## src/rtl/msprite_pkg.sv

```systemverilog
// Shared definitions for the multi-sprite engine.
//   - cfg_addr field map and ctrl bit positions
//   - per-sprite state struct
//   - helpers for position clamping and one-step bounce movement
package msprite_pkg;

  localparam logic [4:0] ADDR_X     = 5'd0;
  localparam logic [4:0] ADDR_Y     = 5'd1;
  localparam logic [4:0] ADDR_COLOR = 5'd2;
  localparam logic [4:0] ADDR_CTRL  = 5'd3;
  localparam logic [4:0] ADDR_BMP   = 5'd4;

  localparam int CTRL_DIR_Y = 0;
  localparam int CTRL_DIR_X = 1;
  localparam int CTRL_MOVE  = 2;
  localparam int CTRL_EN    = 3;

  localparam int POS_W       = 8;
  localparam int SHADOW_W    = 16;
  localparam int COLOR_MAX_W = 8;

  typedef struct packed {
    logic [POS_W-1:0]       x;
    logic [POS_W-1:0]       y;
    logic [SHADOW_W-1:0]    x_sh;
    logic [SHADOW_W-1:0]    y_sh;
    logic                   x_pend;
    logic                   y_pend;
    logic [3:0]             ctrl;
    logic [COLOR_MAX_W-1:0] colour;
  } sprite_state_t;

  // Shadows hold the full written value so large writes clamp instead of wrapping.
  function automatic logic [POS_W-1:0] clamp_pos(input logic [SHADOW_W-1:0] v,
                                                 input logic [POS_W-1:0]    lim);
    return (v > {{(SHADOW_W-POS_W){1'b0}}, lim}) ? lim : v[POS_W-1:0];
  endfunction

  // Returns {new_dir, new_pos}. At an edge the direction flips and the sprite holds.
  function automatic logic [POS_W:0] step_axis(input logic [POS_W-1:0] pos,
                                               input logic             dir,
                                               input logic [POS_W-1:0] lim);
    if (dir) begin
      if (pos == '0) return {1'b0, pos};
      else           return {1'b1, pos - 8'd1};
    end else begin
      if (pos >= lim) return {1'b1, pos};
      else            return {1'b0, pos + 8'd1};
    end
  endfunction

endpackage

```

## src/rtl/msprite_slot.sv

```systemverilog
// One sprite: config registers, frame-boundary position commit / movement,
// and the combinational hit test against the current big-pixel counters.
//   clk, rst         clock, async active-high reset
//   i_we, i_addr,    accepted config write targeting this sprite
//   i_data
//   i_next_frame     frame-end strobe (commit / move)
//   i_h, i_v         current column / row
//   o_hit            sprite opaque at (h,v) and enabled (de not applied)
//   o_color          sprite colour
module msprite_slot
  import msprite_pkg::*;
#(
  parameter int SPRITE_WIDTH  = 12,
  parameter int SPRITE_HEIGHT = 12,
  parameter int WIDTH_SMALL   = 100,
  parameter int HEIGHT_SMALL  = 75,
  parameter int COLOR_W       = 6,
  parameter int DATA_W        = 12
) (
  input  logic               clk,
  input  logic               rst,
  input  logic               i_we,
  input  logic [4:0]         i_addr,
  input  logic [DATA_W-1:0]  i_data,
  input  logic               i_next_frame,
  input  logic [7:0]         i_h,
  input  logic [7:0]         i_v,
  output logic               o_hit,
  output logic [COLOR_W-1:0] o_color
);

  localparam logic [POS_W-1:0] MAX_X   = POS_W'(WIDTH_SMALL - SPRITE_WIDTH);
  localparam logic [POS_W-1:0] MAX_Y   = POS_W'(HEIGHT_SMALL - SPRITE_HEIGHT);
  localparam logic [4:0]       BMP_END = 5'(32'(ADDR_BMP) + SPRITE_HEIGHT);
  localparam int CW = (SPRITE_WIDTH  > 1) ? $clog2(SPRITE_WIDTH)  : 1;
  localparam int RW = (SPRITE_HEIGHT > 1) ? $clog2(SPRITE_HEIGHT) : 1;

  sprite_state_t                             r_st;
  logic [SPRITE_HEIGHT-1:0][SPRITE_WIDTH-1:0] r_bmp;

  logic       w_en, w_move;
  logic [4:0] w_row_addr;
  logic [8:0] w_dx, w_dy;

  assign w_en       = r_st.ctrl[CTRL_EN];
  assign w_move     = r_st.ctrl[CTRL_MOVE];
  assign w_row_addr = i_addr - ADDR_BMP;

  always_ff @(posedge clk or posedge rst) begin
    if (rst) begin
      r_st  <= '0;
      r_bmp <= '0;
    end else begin
      if (i_we) begin
        if (i_addr == ADDR_X) begin
          r_st.x_sh   <= SHADOW_W'(i_data);
          r_st.x_pend <= 1'b1;
        end else if (i_addr == ADDR_Y) begin
          r_st.y_sh   <= SHADOW_W'(i_data);
          r_st.y_pend <= 1'b1;
        end else if (i_addr == ADDR_COLOR) begin
          r_st.colour <= COLOR_MAX_W'(i_data[COLOR_W-1:0]);
        end else if (i_addr == ADDR_CTRL) begin
          r_st.ctrl <= i_data[3:0];
        end else if (i_addr >= ADDR_BMP && i_addr < BMP_END) begin
          r_bmp[w_row_addr] <= i_data[SPRITE_WIDTH-1:0];
        end
      end
      if (i_next_frame) begin
        // A pending write wins over movement for that axis this frame.
        if (r_st.x_pend) begin
          r_st.x      <= clamp_pos(r_st.x_sh, MAX_X);
          r_st.x_pend <= 1'b0;
        end else if (w_en && w_move) begin
          {r_st.ctrl[CTRL_DIR_X], r_st.x} <= step_axis(r_st.x, r_st.ctrl[CTRL_DIR_X], MAX_X);
        end
        if (r_st.y_pend) begin
          r_st.y      <= clamp_pos(r_st.y_sh, MAX_Y);
          r_st.y_pend <= 1'b0;
        end else if (w_en && w_move) begin
          {r_st.ctrl[CTRL_DIR_Y], r_st.y} <= step_axis(r_st.y, r_st.ctrl[CTRL_DIR_Y], MAX_Y);
        end
      end
    end
  end

  // 9-bit unsigned differences: left/above of the sprite wraps to a large value.
  assign w_dx = {1'b0, i_h} - {1'b0, r_st.x};
  assign w_dy = {1'b0, i_v} - {1'b0, r_st.y};

  assign o_hit = w_en && (w_dx < 9'(SPRITE_WIDTH)) && (w_dy < 9'(SPRITE_HEIGHT))
              && r_bmp[w_dy[RW-1:0]][w_dx[CW-1:0]];
  assign o_color = r_st.colour[COLOR_W-1:0];

endmodule

```

## src/rtl/multi_sprite_engine.sv

```systemverilog
// Multi-sprite overlay: NUM_SPRITES slots, fixed priority (lowest index wins),
// registered pixel output and per-frame collision flags.
//   clk, reset                      clock, async active-high reset
//   next_frame                      frame-end strobe
//   de, counter_h/v_small           display enable and big-pixel position
//   cfg_valid/ready/sprite/addr/data  config write port
//   pixel_on/color/index            registered sprite pixel
//   collision                       per-sprite collision flags of last frame
module multi_sprite_engine
  import msprite_pkg::*;
#(
  parameter int NUM_SPRITES   = 4,
  parameter int SPRITE_WIDTH  = 12,
  parameter int SPRITE_HEIGHT = 12,
  parameter int WIDTH_SMALL   = 100,
  parameter int HEIGHT_SMALL  = 75,
  parameter int COLOR_W       = 6,
  localparam int DATA_W       = (SPRITE_WIDTH > 8) ? SPRITE_WIDTH : 8
) (
  input  logic                   clk,
  input  logic                   reset,
  input  logic                   next_frame,
  input  logic                   de,
  input  logic [7:0]             counter_h_small,
  input  logic [7:0]             counter_v_small,
  input  logic                   cfg_valid,
  output logic                   cfg_ready,
  input  logic [2:0]             cfg_sprite,
  input  logic [4:0]             cfg_addr,
  input  logic [DATA_W-1:0]      cfg_data,
  output logic                   pixel_on,
  output logic [COLOR_W-1:0]     pixel_color,
  output logic [2:0]             pixel_index,
  output logic [NUM_SPRITES-1:0] collision
);

  logic                                w_accept;
  logic [NUM_SPRITES-1:0]              w_hit;
  logic [NUM_SPRITES-1:0][COLOR_W-1:0] w_color;
  logic                                w_any;
  logic [2:0]                          w_sel_idx;
  logic [COLOR_W-1:0]                  w_sel_color;
  logic [NUM_SPRITES-1:0]              w_coll_now;

  logic                   r_pixel_on;
  logic [COLOR_W-1:0]     r_pixel_color;
  logic [2:0]             r_pixel_index;
  logic [NUM_SPRITES-1:0] r_live;
  logic [NUM_SPRITES-1:0] r_collision;

  // No writes on the frame-boundary cycle, so commit never races a shadow update.
  assign cfg_ready = !next_frame && !reset;
  assign w_accept  = cfg_valid && cfg_ready;

  for (genvar g = 0; g < NUM_SPRITES; g++) begin : g_slot
    msprite_slot #(
      .SPRITE_WIDTH (SPRITE_WIDTH),
      .SPRITE_HEIGHT(SPRITE_HEIGHT),
      .WIDTH_SMALL  (WIDTH_SMALL),
      .HEIGHT_SMALL (HEIGHT_SMALL),
      .COLOR_W      (COLOR_W),
      .DATA_W       (DATA_W)
    ) u_slot (
      .clk         (clk),
      .rst         (reset),
      .i_we        (w_accept && (cfg_sprite == 3'(g))),
      .i_addr      (cfg_addr),
      .i_data      (cfg_data),
      .i_next_frame(next_frame),
      .i_h         (counter_h_small),
      .i_v         (counter_v_small),
      .o_hit       (w_hit[g]),
      .o_color     (w_color[g])
    );
  end

  // Scan high to low so the lowest hit index is the last assignment.
  always_comb begin
    w_any       = 1'b0;
    w_sel_idx   = '0;
    w_sel_color = '0;
    for (int i = NUM_SPRITES - 1; i >= 0; i--) begin
      if (w_hit[i]) begin
        w_any       = 1'b1;
        w_sel_idx   = 3'(i);
        w_sel_color = w_color[i];
      end
    end
  end

  // More than one bit set means every hitting sprite is colliding.
  assign w_coll_now = (de && ((w_hit & (w_hit - 1'b1)) != '0)) ? w_hit : '0;

  always_ff @(posedge clk or posedge reset) begin
    if (reset) begin
      r_pixel_on    <= 1'b0;
      r_pixel_color <= '0;
      r_pixel_index <= '0;
      r_live        <= '0;
      r_collision   <= '0;
    end else begin
      r_pixel_on    <= de && w_any;
      r_pixel_color <= (de && w_any) ? w_sel_color : '0;
      r_pixel_index <= (de && w_any) ? w_sel_idx   : '0;
      if (next_frame) begin
        r_collision <= r_live | w_coll_now;
        r_live      <= '0;
      end else begin
        r_live <= r_live | w_coll_now;
      end
    end
  end

  assign pixel_on    = r_pixel_on;
  assign pixel_color = r_pixel_color;
  assign pixel_index = r_pixel_index;
  assign collision   = r_collision;

endmodule

```

## config.mk

```make
export PLATFORM = sky130hd
export DESIGN_NAME = multi_sprite_engine
export DESIGN_NICKNAME = d
export VERILOG_FILES = /design/src/rtl/msprite_pkg.sv /design/src/rtl/msprite_slot.sv /design/src/rtl/multi_sprite_engine.sv
export SDC_FILE = /design/constraint.sdc
export NUM_CORES = 2
export LEC_CHECK = 0
export ABC_AREA = 1
export CORE_MARGIN = 5
export CORE_UTILIZATION = 53
export DETAILED_ROUTE_END_ITERATION = 6
export PLACE_DENSITY = 0.69
export SETUP_SLACK_MARGIN = 0.2
export SLEW_MARGIN = 20
export SYNTH_ARGS = -nofsm -noshare
export SYNTH_HDL_FRONTEND = slang
export SYNTH_HIERARCHICAL = 1
export SYNTH_SLANG_ARGS = --single-unit
```

## constraint.sdc

```tcl
create_clock -name clk -period 6.9 [get_ports clk]
set_input_delay 1.035 -clock clk [delete_from_list [all_inputs] [get_ports clk]]
set_output_delay 1.035 -clock clk [all_outputs]
set_load 0.05 [all_outputs]
```

Word-level counts from Yosys, hierarchy flattened
Index checks and enable logic that the tools add are counted.
{"block": "op_classes", "add_sub_neg": 26, "multipliers": 0, "div_mod_pow": 0, "magnitude_cmp": 36, "eq_ne": 22, "n_shift": 0, "mux": 150, "bitwise_logic": 6, "reduce_logical": 75}
{"op": "$bwmux 144", "count": 4}
{"op": "$mux 9", "count": 24}
{"op": "$bmux 12 s4", "count": 4}
{"op": "$mux 8", "count": 24}
{"op": "$mux 12", "count": 9}
{"op": "$lt 9x4->1 const B", "count": 8}
{"op": "$sub 8x8->9", "count": 8}
{"op": "$add 8x1->8 const B", "count": 8}
{"op": "$logic_not 8->1", "count": 8}
{"op": "$sub 8x1->8 const B", "count": 8}
{"op": "$mux 14", "count": 4}
{"op": "$mux 6", "count": 9}
{"op": "$mux 13", "count": 4}
{"op": "$demux 12 s4", "count": 1}
{"op": "$gt 12x6->1 const B", "count": 4}
{"op": "$gt 12x7->1 const B", "count": 4}
{"op": "$reduce_and 4->1", "count": 12}
{"op": "$lt 4x5->1 const B", "count": 8}
{"op": "$mux 1", "count": 40}
{"op": "$mux 4", "count": 10}
{"op": "$ge 8x6->1 const B", "count": 4}
{"op": "$ge 8x7->1 const B", "count": 4}
{"op": "$logic_and 1x1->1", "count": 26}
{"op": "$ne 3x1->1 const B", "count": 8}
{"op": "25 further kinds", "count": 72}
{"block": "word_totals", "ff_bits": 802, "latch_bits": 0, "ramBits": 0, "rom_bits": 0, "in_bits": 41, "output_inout_bits": 15, "word_cells": 404, "mem_count": 0}

Longest topological paths before layout
{"block": "logic_depth", "depth_word": 13, "ltp_mapped": 25, "depth_no_buf": 22}

Hierarchy
Netlist, hierarchy kept.
{"module": "msprite_slot at g_slot[0].u_slot ...", "n_inst": 3, "cells_each": 1354, "area_each_um2": 11314.6}
{"module": "msprite_slot at g_slot[3].u_slot", "n_inst": 1, "cells_each": 1365, "area_each_um2": 10426.2}
{"module": "multi_sprite_engine", "n_inst": 1, "cells_each": 107, "area_each_um2": 899.6}

Worst setup path after synthesis
No wires, ideal clock.
{"block": "synth_timing", "kind": "in2reg", "startpoint": "input next_frame", "endpoint": "register g_slot[3].u_slot/r_bmp[2] (netlist bit)", "arrival_ns": 3.546, "t_required_ns": 6.766, "slack_ns": 3.220, "stages": 10, "path_buffers": 3, "cell_sequence": "buf_6 > nor2_1 > nand2_1 > nor4_1 > nand3_2 > nor3_1 > and3_1 > buf_2 > buf_2 > a21oi_1"}
{"block": "synth_between", "elab_chain_len": 5}
{"element": "start: declaration", "line": "multi_sprite_engine.sv:22", "text": "input logic next_frame,"}
{"element": "$logic_not 1->1", "line": "multi_sprite_engine.sv:52", "text": "assign cfg_ready = !next_frame && !reset;"}
{"element": "$logic_and 1x1->1", "line": "multi_sprite_engine.sv:52"}
{"element": "via cfg_ready", "line": "multi_sprite_engine.sv:27", "text": "output logic cfg_ready,"}
{"element": "$logic_and 1x1->1", "line": "multi_sprite_engine.sv:53", "text": "assign w_accept = cfg_valid && cfg_ready;"}
{"element": "$logic_and 1x1->1", "line": "multi_sprite_engine.sv:66", "text": ".i_we (w_accept && (cfg_sprite == 3'(g))),"}
{"element": "$reduce_and 6->1 (no line)"}
{"element": "end signal: indexed assignment", "line": "msprite_slot.sv:66", "text": "r_bmp[w_row_addr] <= i_data[SPRITE_WIDTH-1:0];"}
{"element": "end: declaration", "line": "msprite_slot.sv:39", "text": "logic [SPRITE_HEIGHT-1:0][SPRITE_WIDTH-1:0] r_bmp;"}
The timed path passes the listed nets, and every way through them passes these cells.
A chain may end at the register's enable or synchronous reset.

Worst setup path in the final report
{"block": "layout_timing", "startpoint": "input counter_v_small[0]", "endpoint": "register r_pixel_color[1], in the netlist pixel_color[1]"}
{"block": "layout_between", "elab_cells_between_ends": 42, "classes_between": "4 x add/sub; 4 x order compare; 25 x mux; 9 x reduce/logical"}
{"element": "start: declaration", "line": "multi_sprite_engine.sv:25", "text": "input logic [7:0] counter_v_small,"}
{"element": "$sub 8x8->9 *", "line": "msprite_slot.sv:89", "text": "assign w_dy = {1'b0, i_v} - {1'b0, r_st.y};"}
{"element": "$bmux 12 s4", "line": "msprite_slot.sv:92", "text": "&& r_bmp[w_dy[RW-1:0]][w_dx[CW-1:0]];"}
{"element": "$mux 12 (not written as such)", "line": "msprite_slot.sv:92"}
{"element": "$bmux 1 s4", "line": "msprite_slot.sv:92"}
{"element": "$mux 1 (not written as such)", "line": "msprite_slot.sv:92"}
{"element": "$logic_and 1x1->1 *", "line": "msprite_slot.sv:92"}
{"element": "via w_hit[0]", "line": "multi_sprite_engine.sv:38", "text": "logic [NUM_SPRITES-1:0] w_hit;"}
{"element": "$mux 1", "line": "multi_sprite_engine.sv:83", "text": "if (w_hit[i]) begin"}
{"element": "$logic_and 1x1->1", "line": "multi_sprite_engine.sv:103", "text": "r_pixel_color <= (de && w_any) ? w_sel_color : '0;"}
{"element": "$mux 6 *", "line": "multi_sprite_engine.sv:103"}
{"element": "end signal: assignment", "line": "multi_sprite_engine.sv:103"}
{"element": "end: declaration", "line": "multi_sprite_engine.sv:46", "text": "logic [COLOR_W-1:0] r_pixel_color;"}
Mark *: on every way through the listed nets, which the timed path passes. The rest lies on a longest branch. The select of a mux whose other input is x is not followed.

==> flow_summary_export.csv <==
group,metric,value,unit
pwr,swShare,41.3,%
floorplanning,io_pins,56,
status,status,"finished, final reports clean",
yosys,syn_nets,5671,
floorplanning,rows,107,
clocking,cts.clk_slew.worst_paths,60,ps
clocking,clk_latency,660,ps
yosys,syn_area,0.0453,mm²
yosys,yosys.area.top_type_share,44.3,%
global_routing,grt_pass1_wl,194000,µm
pwr,p_leak,23.1,nW
pwr,power.switching,7.13,mW
layout,syn_to_final_growth,7.32,%
pwr,cellPowerDensity,355,mW/mm²
floorplanning,die_h,302,µm
floorplanning,initial_core_util,53.3,%
sta,clock_skew,29.5,ps
route,viasPerCell,5.55,
yosys,postSynth.asyncResetShare,100,%
placed_design,dp.final_hpwl,78900,µm
worst_setup_path,crit_path_max_fanout,68,
yosys,ys_warn_count,6,
worst_setup_path,path_class,"in -> reg",
global_routing,globalRouteTotalUtil,26.6,%
yosys,yosys_most_used_dff,"dfrtp_1",
pwr,finalPower,17.3,mW
sta,setup-violations-final,0,
pwr,vdd_drop_max,0.000288,V
yosys,postSynthCellCount,5534,
route,postRouteAntennaNets,0,
sta,grt_setup_unrepaired,"false",
pwr,seqPwrFrac,30.1,%
placed_design,dp.cells,6451,
clocking,htree_levels,3,
global_routing,overflow,0,
floorplanning,fp.coreArea,0.0850,mm²
yosys,synth.area.top_cells,"dfrtp_1 (44%), nand2_1 (12%), o21ai_2 (6.4%)",
clocking,hold_buffers,0,
sta,worst_pin_slew,1120,ps
worst_setup_path,worst_setup_path_start_kind,"primary input",
layout,fin_area,0.0486,mm²
yosys,synth_edf_count,0,
layout,insertedDiodeCount,0,
global_routing,grt_max_degree,135,
clocking,cts.path.max_buffers,3,
floorplanning,dieWidth,302,µm
route,wl,122000,µm
clocking,post_cts_resize_count,0,
sta,max_slew_margin,25.2,%
floorplanning,die_area,0.0914,mm²
clocking,cts_tree,"yes",
sta,drv_slew,0,
layout,fin_cells,6615,
sta,hold_violations,0,
sta,fmax,177,MHz
route,firstDrtPassIters,6,
yosys,synth_seq_area_share,44.3,%
layout,regArea,0.0200,mm²
worst_setup_path,arrival,6200,ps
placed_design,place_area,0.0454,mm²
route,vias,36700,
sta,fin_ws,1240,ps
flow_run,cap_violations,0,
worst_setup_path,cp.required,7440,ps
layout,drive_gt1_share,16.7,%
placed_design,place_worst_setup_slack,997,ps
placed_design,place.gp.congestion,0.908,
route,post_drt_wl_per_cell,18.5,µm
pwr,p_clk_share,29.3,%
yosys,yosysTopAreaCell,"dfrtp_1",
route,drc_errors,0,
clocking,clock-sinks,801,
pwr,intPower,10.1,mW
sta,period_minus_slack,5660,ps
pwr,pwr-share-comb,40.6,%
clocking,post_cts_buffers,0,
yosys,ys_ff_latch,801,
layout,fill_cells,7750,
route,first_iter_violations,3296,
layout,multi_input_area,0.0213,mm²
clocking,numCtsBuffers,90,
yosys,syn_area_per_cell,8.18,µm²
sta,final.setup.tns,0,ps
global_routing,antenna_found_initial,2,
layout,final_util,57.1,%
yosys,synth.distinct_cells,58,
layout,fin_nets,5537,
global_routing,grt_pass1_vias,34500,
hold_path,hold_path_class,"reg -> reg",
clocking,cts-root-buf,"clkbuf_16",
sta,whs,479,ps
worst_setup_path,endpoint_kind,"flip-flop",
sta,fin_crit_sh,82.0,%
placed_design,port_buffers,54,
## sequential cells by signal (all words and copies together), names as in the netlist
name	flops
g_slot.u_slot/r_bmp	576
pixel_on	1
pixel_index	2
r_live	4
g_slot.u_slot/r_st	184
pixel_color	6
g_slot.u_slot/o_color	24
collision	4
## power by group through the flow
stage	logic [mW]	registers, mW	clock network [mW]
after floorplan	5.36	5.16	0
after global placement	6.84	5.25	0
after detailed placement	6.90	5.26	0
after CTS	6.93	5.18	5.14
after global routing	7.82	5.22	5.34
final	7.01	5.19	5.05
## metal layers
layer | vias to the layer above | track usage (%) | part of all wire (%)
li1 | 17800 | - | -
met1 | 17600 | 39.8 | 46
met2 | 1121 | 39.8 | 43
met3 | 195 | 5.18 | 7.9
met4 | 2 | 7.41 | 2.8
met5 | - | 0 | 0.016
## final timing paths
check                                       startpoint                          end  slack (ps)  cells after the start
max                                 counter_v_small[0]               pixel_color[1]        1240                     17
max in group asynchronous                        reset    g_slot[2].u_slot/r_st[17]        4030                      3
min reg2reg                g_slot[2].u_slot/r_bmp[143]  g_slot[2].u_slot/r_bmp[143]         480                      2
max reg2reg                  g_slot[0].u_slot/r_st[46]               pixel_color[1]        2140                     15
min in group asynchronous                        reset     g_slot[0].u_slot/r_st[9]        1530                      2
min                        g_slot[2].u_slot/r_bmp[143]  g_slot[2].u_slot/r_bmp[143]         480                      2
## logic make-up after synthesis
group / count (synthesis) / synth area share [%]
other: 1 / 0.00828
DFF: 801 / 44.3
buffers and inverters: 790 / 8.73
and+or+nand+nor: 2689 / 27.1
AOI/OAI and AO/OA: 1085 / 15.5
adders and majority gates: 96 / 2.79
xor gates and xnor gates: 72 / 1.58
## synthesized netlist by cell type, types with 22 or more instances
cell / count
a21oi_1: 200
a31oi_1: 33
buf_2: 97
buf_4: 46
buf_6: 51
buf_8: 27
clkbuf_1: 102
dfrtp_1: 801
ha_1: 88
inv_1: 421
inv_2: 35
nand2_1: 1484
nand2_2: 226
nand2_4: 32
nand3_1: 509
nand4_1: 51
nor2_1: 266
nor3_1: 35
o211ai_1: 28
o21ai_0: 355
o21ai_1: 68
o21ai_2: 330
o22ai_1: 22
xor2_1: 50
## critical path, cell delays in order
cell             delay (ps)
clkdlybuf4s50_1         860
inv_1                   110
ha_2                    790
clkinv_2                990
nand2_1                 340
nand3_1                 100
a21oi_1                 200
nand2_1                 100
nand3_1                 100
nand3_1                 110
nand3_1                  90
nand2_1                  70
a21oi_1                 610
inv_2                   180
nand2_2                 170
o22ai_1                  80
nor3_1                  180
## area by class of cell
cell class              instances  share of cell area (%)
clock buffers                 113                    5.10
multi-input cells            3943                    43.8
repair buffers                100                    1.89
well taps                    1144                    2.95
inverters                     464                    3.66
clock inverters                50                    1.30
flip-flops and latches        801                    41.3
## placed cells by master, fill, tap and decap left out, drive strengths merged, types with 18 or more instances in the layout
master / n
nand4: 51
inv: 461
ha: 88
xor2: 54
o211ai: 29
clkbuf: 113
o22ai: 23
clkinv: 36
clkdlybuf4s50: 54
nor2: 289
nand3: 510
dfrtp: 801
o21ai: 753
xnor2: 18
a31oi: 33
nor3: 63
a21oi: 208
nand2: 1742
buf: 46
(Power assumes the default switching activity.)
